## config.mk

```make
export PLATFORM = sky130hd
export DESIGN_NAME = ws2812_frame_ctrl
export DESIGN_NICKNAME = d
export VERILOG_FILES = /design/src/rtl/ws2812_frame_ctrl.sv
export SDC_FILE = /design/constraint.sdc
export NUM_CORES = 1
export LEC_CHECK = 0
export CAP_MARGIN = 5
export CORE_ASPECT_RATIO = 1.1
export CORE_MARGIN = 4
export CORE_UTILIZATION = 65
export CTS_BUF_LIST = sky130_fd_sc_hd__clkbuf_8
export CTS_CLUSTER_SIZE = 28
export DETAILED_ROUTE_END_ITERATION = 10
export PLACE_DENSITY_LB_ADDON = 0.08
export REMOVE_ABC_BUFFERS = 1
export SYNTH_ARGS = -nofsm -noshare
export SYNTH_HDL_FRONTEND = slang
export SYNTH_SLANG_ARGS = --single-unit
```

## constraint.sdc

```tcl
create_clock -name clk_i -period 8.9 [get_ports clk_i]
set_input_delay 0.89 -clock clk_i [delete_from_list [all_inputs] [get_ports clk_i]]
set_output_delay 0.89 -clock clk_i [all_outputs]
set_load 0.1 [all_outputs]
```

## src/rtl/ws2812_frame_ctrl.sv

```systemverilog
// Double-buffered pixel store for the ws2812 strip driver. The driver reads the front bank,
// the host and fill engine write the back bank, and banks swap only on a frame boundary.
module ws2812_frame_ctrl #(
  parameter int LED_COUNT = 8,
  parameter bit REVERSE   = 1'b0
) (
  input  logic        clk_i,
  input  logic        rst_i,
  input  logic [8:0]  drv_address_i,
  output logic [7:0]  drv_r_o,
  output logic [7:0]  drv_g_o,
  output logic [7:0]  drv_b_o,
  input  logic        wr_valid_i,
  output logic        wr_ready_o,
  input  logic [8:0]  wr_addr_i,
  input  logic [23:0] wr_rgb_i,
  input  logic        fill_req_i,
  input  logic [23:0] fill_rgb_i,
  input  logic        swap_req_i,
  output logic        swap_ack_o,
  output logic        front_sel_o,
  output logic        busy_o
);

  localparam int              AW       = (LED_COUNT > 1) ? $clog2(LED_COUNT) : 1;
  localparam logic [9:0]      COUNT_W  = 10'(LED_COUNT);
  localparam logic [8:0]      FIRST    = REVERSE ? 9'(LED_COUNT - 1) : 9'd0;
  localparam logic [AW-1:0]   LAST_IDX = AW'(LED_COUNT - 1);

  typedef enum logic [1:0] {
    ST_IDLE,
    ST_FILL,
    ST_SWAP_WAIT
  } state_e;

  state_e        state_q, state_d;
  logic          front_sel_q, front_sel_d;
  logic          swap_pend_q, swap_pend_d;
  logic          swap_ack_q, swap_ack_d;
  logic [AW-1:0] cnt_q, cnt_d;
  logic [23:0]   fill_rgb_q, fill_rgb_d;
  logic [8:0]    prev_addr_q, prev_addr_d;
  logic [23:0]   drv_rgb_q, drv_rgb_d;

  logic [23:0]   bank_q [2][LED_COUNT];

  logic          boundary;
  logic          wr_ready;
  logic          wr_in_range;
  logic          rd_in_range;
  logic          we;
  logic [AW-1:0] waddr;
  logic [23:0]   wdata;

  always_comb begin
    state_d     = state_q;
    front_sel_d = front_sel_q;
    swap_pend_d = swap_pend_q;
    swap_ack_d  = 1'b0;
    cnt_d       = cnt_q;
    fill_rgb_d  = fill_rgb_q;
    prev_addr_d = drv_address_i;
    drv_rgb_d   = '0;
    we          = 1'b0;
    waddr       = '0;
    wdata       = '0;

    boundary    = (drv_address_i == FIRST) && (prev_addr_q != FIRST);
    wr_ready    = (state_q == ST_IDLE);
    wr_in_range = {1'b0, wr_addr_i} < COUNT_W;
    rd_in_range = {1'b0, drv_address_i} < COUNT_W;

    case (state_q)
      ST_IDLE: begin
        if (wr_valid_i && wr_in_range) begin
          we    = 1'b1;
          waddr = wr_addr_i[AW-1:0];
          wdata = wr_rgb_i;
        end
        if (fill_req_i) begin
          state_d     = ST_FILL;
          fill_rgb_d  = fill_rgb_i;
          cnt_d       = '0;
          swap_pend_d = swap_req_i;
        end else if (swap_req_i) begin
          state_d = ST_SWAP_WAIT;
        end
      end
      ST_FILL: begin
        we    = 1'b1;
        waddr = cnt_q;
        wdata = fill_rgb_q;
        cnt_d = cnt_q + AW'(1);
        if (swap_req_i) begin
          swap_pend_d = 1'b1;
        end
        if (cnt_q == LAST_IDX) begin
          state_d = swap_pend_d ? ST_SWAP_WAIT : ST_IDLE;
        end
      end
      ST_SWAP_WAIT: begin
        if (boundary) begin
          front_sel_d = ~front_sel_q;
          swap_ack_d  = 1'b1;
          swap_pend_d = 1'b0;
          state_d     = ST_IDLE;
        end
      end
      default: state_d = ST_IDLE;
    endcase

    // Reading through front_sel_d makes the boundary read come from the new front bank.
    if (rd_in_range) begin
      drv_rgb_d = bank_q[front_sel_d][drv_address_i[AW-1:0]];
    end
  end

  always_ff @(posedge clk_i) begin
    if (rst_i) begin
      state_q     <= ST_IDLE;
      front_sel_q <= 1'b0;
      swap_pend_q <= 1'b0;
      swap_ack_q  <= 1'b0;
      cnt_q       <= '0;
      fill_rgb_q  <= '0;
      prev_addr_q <= ~FIRST;
      drv_rgb_q   <= '0;
    end else begin
      state_q     <= state_d;
      front_sel_q <= front_sel_d;
      swap_pend_q <= swap_pend_d;
      swap_ack_q  <= swap_ack_d;
      cnt_q       <= cnt_d;
      fill_rgb_q  <= fill_rgb_d;
      prev_addr_q <= prev_addr_d;
      drv_rgb_q   <= drv_rgb_d;
    end
  end

  // Bank storage has no reset; a reset cycle simply suppresses the pending write.
  always_ff @(posedge clk_i) begin
    if (we && !rst_i) begin
      bank_q[~front_sel_q][waddr] <= wdata;
    end
  end

  assign drv_r_o     = drv_rgb_q[23:16];
  assign drv_g_o     = drv_rgb_q[15:8];
  assign drv_b_o     = drv_rgb_q[7:0];
  assign wr_ready_o  = wr_ready;
  assign swap_ack_o  = swap_ack_q;
  assign front_sel_o = front_sel_q;
  assign busy_o      = (state_q != ST_IDLE);

endmodule

```

=== Yosys cells after proc, flatten, opt, wreduce, memory -nomap -nowiden ===
Memories as Yosys holds them, arrays and structs flattened.
Index checks and enable logic that the tools add are counted.

* Add/sub/neg operators: 1
* $lt $le $gt $ge: 5
* Equal/unequal tests: 7
* Mux-type cells: 29
* Bitwise logic cells: 5
* Reduce and logical (&&, ||, !) cells: 17

{| class="wikitable"
|+ Operators by type and width
! cell !! count
|-
| 192-bit two-way mux || 1
|-
| 24-bit two-way mux || 4
|-
| 24-bit binary-select mux with 3-bit select || 1
|-
| 24-bit demux with 3-bit select || 1
|-
| 24-bit case mux with 2 select lines || 1
|-
| 9-bit by 4-bit less-than comparator with 1-bit output, second input constant || 2
|-
| 3-bit case mux with 2 select lines || 2
|-
| 2-bit two-way mux || 5
|-
| 9-bit logical NOT || 1
|-
| 1-bit two-way mux || 9
|-
| 9-bit nonzero test || 1
|-
| 4-bit greater-or-equal comparator, second input constant || 2
|-
| 3-bit NOT with 4-bit output || 2
|-
| 3-bit two-way mux || 2
|-
| 2-bit case mux with 3 select lines || 1
|-
| 3-bit AND reduction || 2
|-
| 1-bit logical AND || 4
|-
| 4-bit by 1-bit less-than comparator with 1-bit output, second input constant || 1
|-
| 2-bit != test, second input constant || 2
|-
| 2-bit AND reduction || 2
|-
| 2-bit nonzero test || 2
|-
| 2-bit OR reduction || 2
|-
| 3-bit by 1-bit adder with 3-bit output, second input constant || 1
|-
| 3-bit == test, second input constant || 1
|-
| 10 further kinds || 12
|}

* Register bits: 65
* RAM bits: 384
* Bits of input ports: 71
* Output and inout port bits: 28
* Logic and storage cells: 73
* Memories: 1

{| class="wikitable"
|+ Memory list
! name !! words !! bits a word !! read ports !! clocked after Yosys merged registers in !! write ports !! RTL line !! source
|-
| bank_q || 2 || 192 || 1 || 0 || 1 || 45 || <nowiki>logic [23:0] bank_q [2][LED_COUNT];</nowiki>
|}

=== Logic depth before layout (Yosys ltp) ===
* Word-level depth: 10
* Mapped depth: 11
* Gate-level depth less buffers: 8

=== Least setup slack after synthesis ===
No wires, ideal clock.

* Path kind: reg-to-reg
* Start: register state_q[0]
* End: memory bank_q[1][168] (netlist name) (enable)
* Library setup time: 0.405 ns
* Arrival: 3.490 ns
* Data required time: 8.495 ns
* Setup slack: 5.005 ns
* Cell stages (with the launch flop): 10
* Buffers on the path: 1
* Period minus slack after synthesis: 3.895 ns
* Cells stage by stage: dfxtp_1 inv_1 ha_1 nand2_1 nor4_1 clkbuf_1 nand3_1 a21oi_1 nand2_1 nor2_1

* Word-level cells in the longest chain between the ends: 8
* Elaborated cells between the ends (all ways): 13
* Those cells by class: order compare: 2; eq/ne: 1; mux: 6; bitwise: 1; reduce/logical: 3

{| class="wikitable"
|+ Ends and longest elaborated chain
! item !! RTL line !! source
|-
| start: declaration || 36 || <nowiki>state_e state_q, state_d;</nowiki>
|-
| start signal: assignment || 129 || <nowiki>state_q <= state_d;</nowiki>
|-
| 2-bit logical NOT * || n/a ||
|-
| net wr_ready_o || 14 || <nowiki>output logic wr_ready_o,</nowiki>
|-
| 3-bit case mux with 2 select lines || 73 || <nowiki>case (state_q)</nowiki>
|-
| 3-bit NOT with 4-bit output || 143 || <nowiki>bank_q[~front_sel_q][waddr] <= wdata;</nowiki>
|-
| 4-bit greater-or-equal comparator (implied by the code) or 4-bit by 1-bit less-than comparator with 1-bit output (tied branches) || 143 ||
|-
| 1-bit logical AND (implied by the code) || 143 ||
|-
| 24-bit two-way mux (implied by the code) || 143 ||
|-
| 24-bit demux with 3-bit select || 143 ||
|-
| 192-bit two-way mux (implied by the code) * || 143 ||
|-
| end: declaration || 45 ||
|}

Mark *: on every way through the listed nets, which the timed path passes. The rest lies on a longest branch.

=== Final worst setup path ===
* Start: input drv_address_i[0]
* End: register drv_rgb_q[23]

* Word-level cells in the longest chain between the ends: 8
* Elaborated cells between the ends (all ways): 12
* Those cells by class: order compare: 1; mux: 5; bitwise: 2; reduce/logical: 3; memory: 1

{| class="wikitable"
|+ Ends and longest elaborated chain
! item !! RTL line !! source
|-
| start: declaration || 9 || <nowiki>input logic [8:0] drv_address_i,</nowiki>
|-
| 9-bit logical NOT || 68 || <nowiki>boundary = (drv_address_i == FIRST) && (prev_addr_q != FIRST);</nowiki>
|-
| 1-bit logical AND || 68 ||
|-
| 1-bit two-way mux || 102 || <nowiki>if (boundary) begin</nowiki>
|-
| 1-bit two-way mux || 73 ||
|-
| memory 2 x 192 bit || n/a ||
|-
| 24-bit binary-select mux with 3-bit select || 114 || <nowiki>drv_rgb_d = bank_q[front_sel_d][drv_address_i[AW-1:0]];</nowiki>
|-
| 24-bit two-way mux (implied by the code) (2 in a row) || 114 ||
|-
| end signal: assignment || 136 || <nowiki>drv_rgb_q <= drv_rgb_d;</nowiki>
|-
| end: declaration || 43 || <nowiki>logic [23:0] drv_rgb_q, drv_rgb_d;</nowiki>
|}

Parallel ways exist; a longest one is shown, timed or not. The select of a mux whose other input is x is not followed.
A chain may end at the register's enable or synchronous reset.

==> impl_metrics.tcl <==
set metrics [dict create \
    status "complete, no violations" \
    die_area_sq_um 29900 \
    gr-usage-all-layers_pct 31.5 \
    cp_slowest_cell "or3_2" \
    ctsResizeCount 0 \
    synth_edf_count 384 \
    synthDistinctLibCells 53 \
    worstSetupPathType "in2reg" \
    overflow 0 \
    setup_slack_ns 4.22 \
    diodes 0 \
    p_switching_uw 1050 \
    pwr_density_cell_nw_per_um2 214 \
    num_vias 12100 \
    critical_path_buf_inv_count 2 \
    synthArstFlopShare_pct 0 \
    synthesis.area_sq_um 17600 \
    ys_seq_area_share_pct 72.7 \
    drt-initial-drc-count 1373 \
    power_leakage_uw 0.00686 \
    postRouteAntennaNets 0 \
    setup_viol 0 \
    crit_required_ns 9.38 \
    synthSimpleGateAreaFrac_pct 9.51 \
    syn_avg_cell_area_sq_um 14.1 \
    hold_ws_ns 0.454 \
    htree_num_levels 3 \
    drt_wl_total_um 47300 \
    worst-slew-pin-transition_ns 1.21 \
    io_pins 99 \
    cpPeakStageDelay_ns 0.99 \
    first_pass_iters 7 \
    fin_skew_ns 0.0262 \
    p_int_uw 3300 \
    max-cap-violations 0 \
    finalSetupTns_ns 0 \
    synth_seq_cells 449 \
    share_seq_of_total_power_pct 54.1 \
    synth_compound_area_share_pct 14.2 \
    clk_latency_ns 0.59 \
    crit_chain "clkdlybuf4s50_1, nor2_2, nand4_2, buf_4, or3_2, nand2_4, a211oi_1, o32ai_1" \
    power_frac_comb_pct 8.1 \
    finalMaxSlewViolations 0 \
    grt_pass1_wl_um 70100 \
    fillers 1686 \
    synth-xor-area-share_pct 0 \
    grt_pass1_vias 12000 \
    postSynthCellCount 1253 \
    cp-end-kind "register" \
    cts_hold_buf 0 \
    cts_tree "done" \
    rsz0062_at_grt "no" \
    gp_congestion 0.804 \
    detail_route.wl_per_cell_um 26.7 \
    post_cts_buffers 0 \
    die_w_um 165 \
    drcViolationCount 0 \
    coreArea_sq_um 26900 \
    antenna_found_initial 0 \
    start_util_pct 65.7 \
    grt_max_degree 85 \
    area_delta_synth_final_pct 15.2 \
    finalCriticalPeriod_ns 4.68 \
    p_clk_share_pct 37.8 \
    switching_share_pct 24.1 \
    die_h_um 181 \
    cts_sinks 449 \
    drive_gt1_share_pct 12.5 \
    peakVddDrop_v 0.000143 \
    synth_flop_cell "edfxtp_1" \
    hp-class "reg2reg" \
    cts_buffers 70 \
    place_ws_ns 3.69 \
    clk_pin_slew_worst_paths_ns 0.06 \
    cts_root_buffer "clkbuf_8" \
    synth_fa_ha_area_share_pct 0.425 \
    worstPathMaxFanout 65 \
    rows 63 \
    period_share_pct 52.6 \
    portBuffers 98 \
    ys_warn_count 0 \
    final_nets 1432 \
    path_delay_family "simple AND/OR/NAND/NOR gates" \
    synth_top_family_by_area "compound AO/OA/AOI/OAI gates" \
    clock_path_buffers 3 \
    dp_hpwl_um 25700 \
    muxShareOfSynthArea_pct 0.560 \
    finalHoldViolations 0 \
    slew_headroom_pct 19.6 \
    start_kind "input pin" \
    fmax_mhz 214 \
    cp.arrival_ns 5.16 \
    avgViaCountPerCell 6.84 \
]
-- cells in the final DEF, fill, tap and decap left out, drive strengths merged, types with 15 or more instances in the layout --
master / count
a211oi: 56
a21oi: 46
a22o: 25
a311o: 16
and3: 49
buf: 37
clkbuf: 78
clkdlybuf4s50: 97
clkinv: 16
dfxtp: 65
edfxtp: 384
inv: 37
nand2: 62
nand3: 60
nor2: 57
nor3: 19
nor4: 15
o21ai: 59
o221ai: 32
o22ai: 65
o32ai: 24
or3: 18
-- power by group through the flow --
stage               combinational (uW)  clock (uW)  sequential [uW]
CTS                                351        1650             2350
finish                             353        1640             2350
floorplan                          203           0             2390
global route                       380        1750             2350
detailed placement                 350           0             2390
global placement                   341           0             2390
-- tightest hold or removal path, cell delays in order (launching register included) --
cell	delay, ns
dfxtp_1	0.31
nand2_1	0.05
a21oi_1	0.05
-- kinds of logic after synthesis --
logic type | count (synthesis)
buf+inv | 111
flops | 449
fa+ha+maj | 6
compound gates | 358
mux | 9
simple gates | 320
-- cell usage after synthesis, types with 32 or more instances --
library cell,count,share of area (%)
a211oi_1,56,2.4
a21oi_1,46,1.3
and3_1,49,1.7
clkbuf_1,82,1.7
dfxtp_1,65,7.4
edfxtp_1,384,65
nand2_1,60,1.3
nand3_1,60,1.7
nor2_1,56,1.2
o21ai_0,58,1.6
o221ai_1,32,1.6
o22ai_1,65,2.3
-- per-layer routing --
layer / global-route usage, % / share of wire (%)
met1: 41.1 / 37
met2: 52.6 / 50
met3: 4.91 / 9.1
met4: 13.9 / 3.8
met5: 0 / 0
-- stage by stage --
| stage | total power [uW] | std cells | area (sq um) | utilization (%) |
|---|---|---|---|---|
| floorplan | 2600 | 1149 | 17200 | - |
| global placement | 2730 | 1640 | 19000 | 70.6 |
| detailed placement | 2740 | 1640 | 19000 | 70.6 |
| CTS | 4350 | 1770 | 20300 | 75.7 |
| global route | 4480 | 1770 | 20300 | 75.7 |
| finish | 4350 | 1770 | 20300 | 75.7 |
-- final timing paths --
| kind | depth (start not counted) | endpoint | slack, ns | from |
|---|---|---|---|---|
| worst max-delay path | 8 | drv_rgb_q[23] | 4.22 | drv_address_i[0] |
| worst min-delay path | 2 | fill_rgb_q[6] | 0.45 | fill_rgb_q[6] |
| worst max register to register | 9 | drv_rgb_q[5] | 4.97 | state_q[0] |
| worst min register to register | 2 | fill_rgb_q[6] | 0.45 | fill_rgb_q[6] |
-- layout make-up --
cell class              count  area (sq um)  area share [%]
flip-flops and latches    449         12800            63.1
multi-input cells         693          4430            21.8
inverters                   7          26.3           0.129
well taps                 357           447            2.20
clock inverters            52           274            1.35
clock buffers              78          1070            5.28
repair buffers            134          1250            6.13
-- registers in the layout, indices dropped and copies added (netlist names) --
signal / count
bank_q: 384
cnt_q: 3
drv_rgb_q: 24
fill_rgb_q: 24
front_sel_o: 1
prev_addr_q: 9
state_q: 2
swap_ack_o: 1
swap_pend_q: 1
Power figures use the tool's default switching activity.
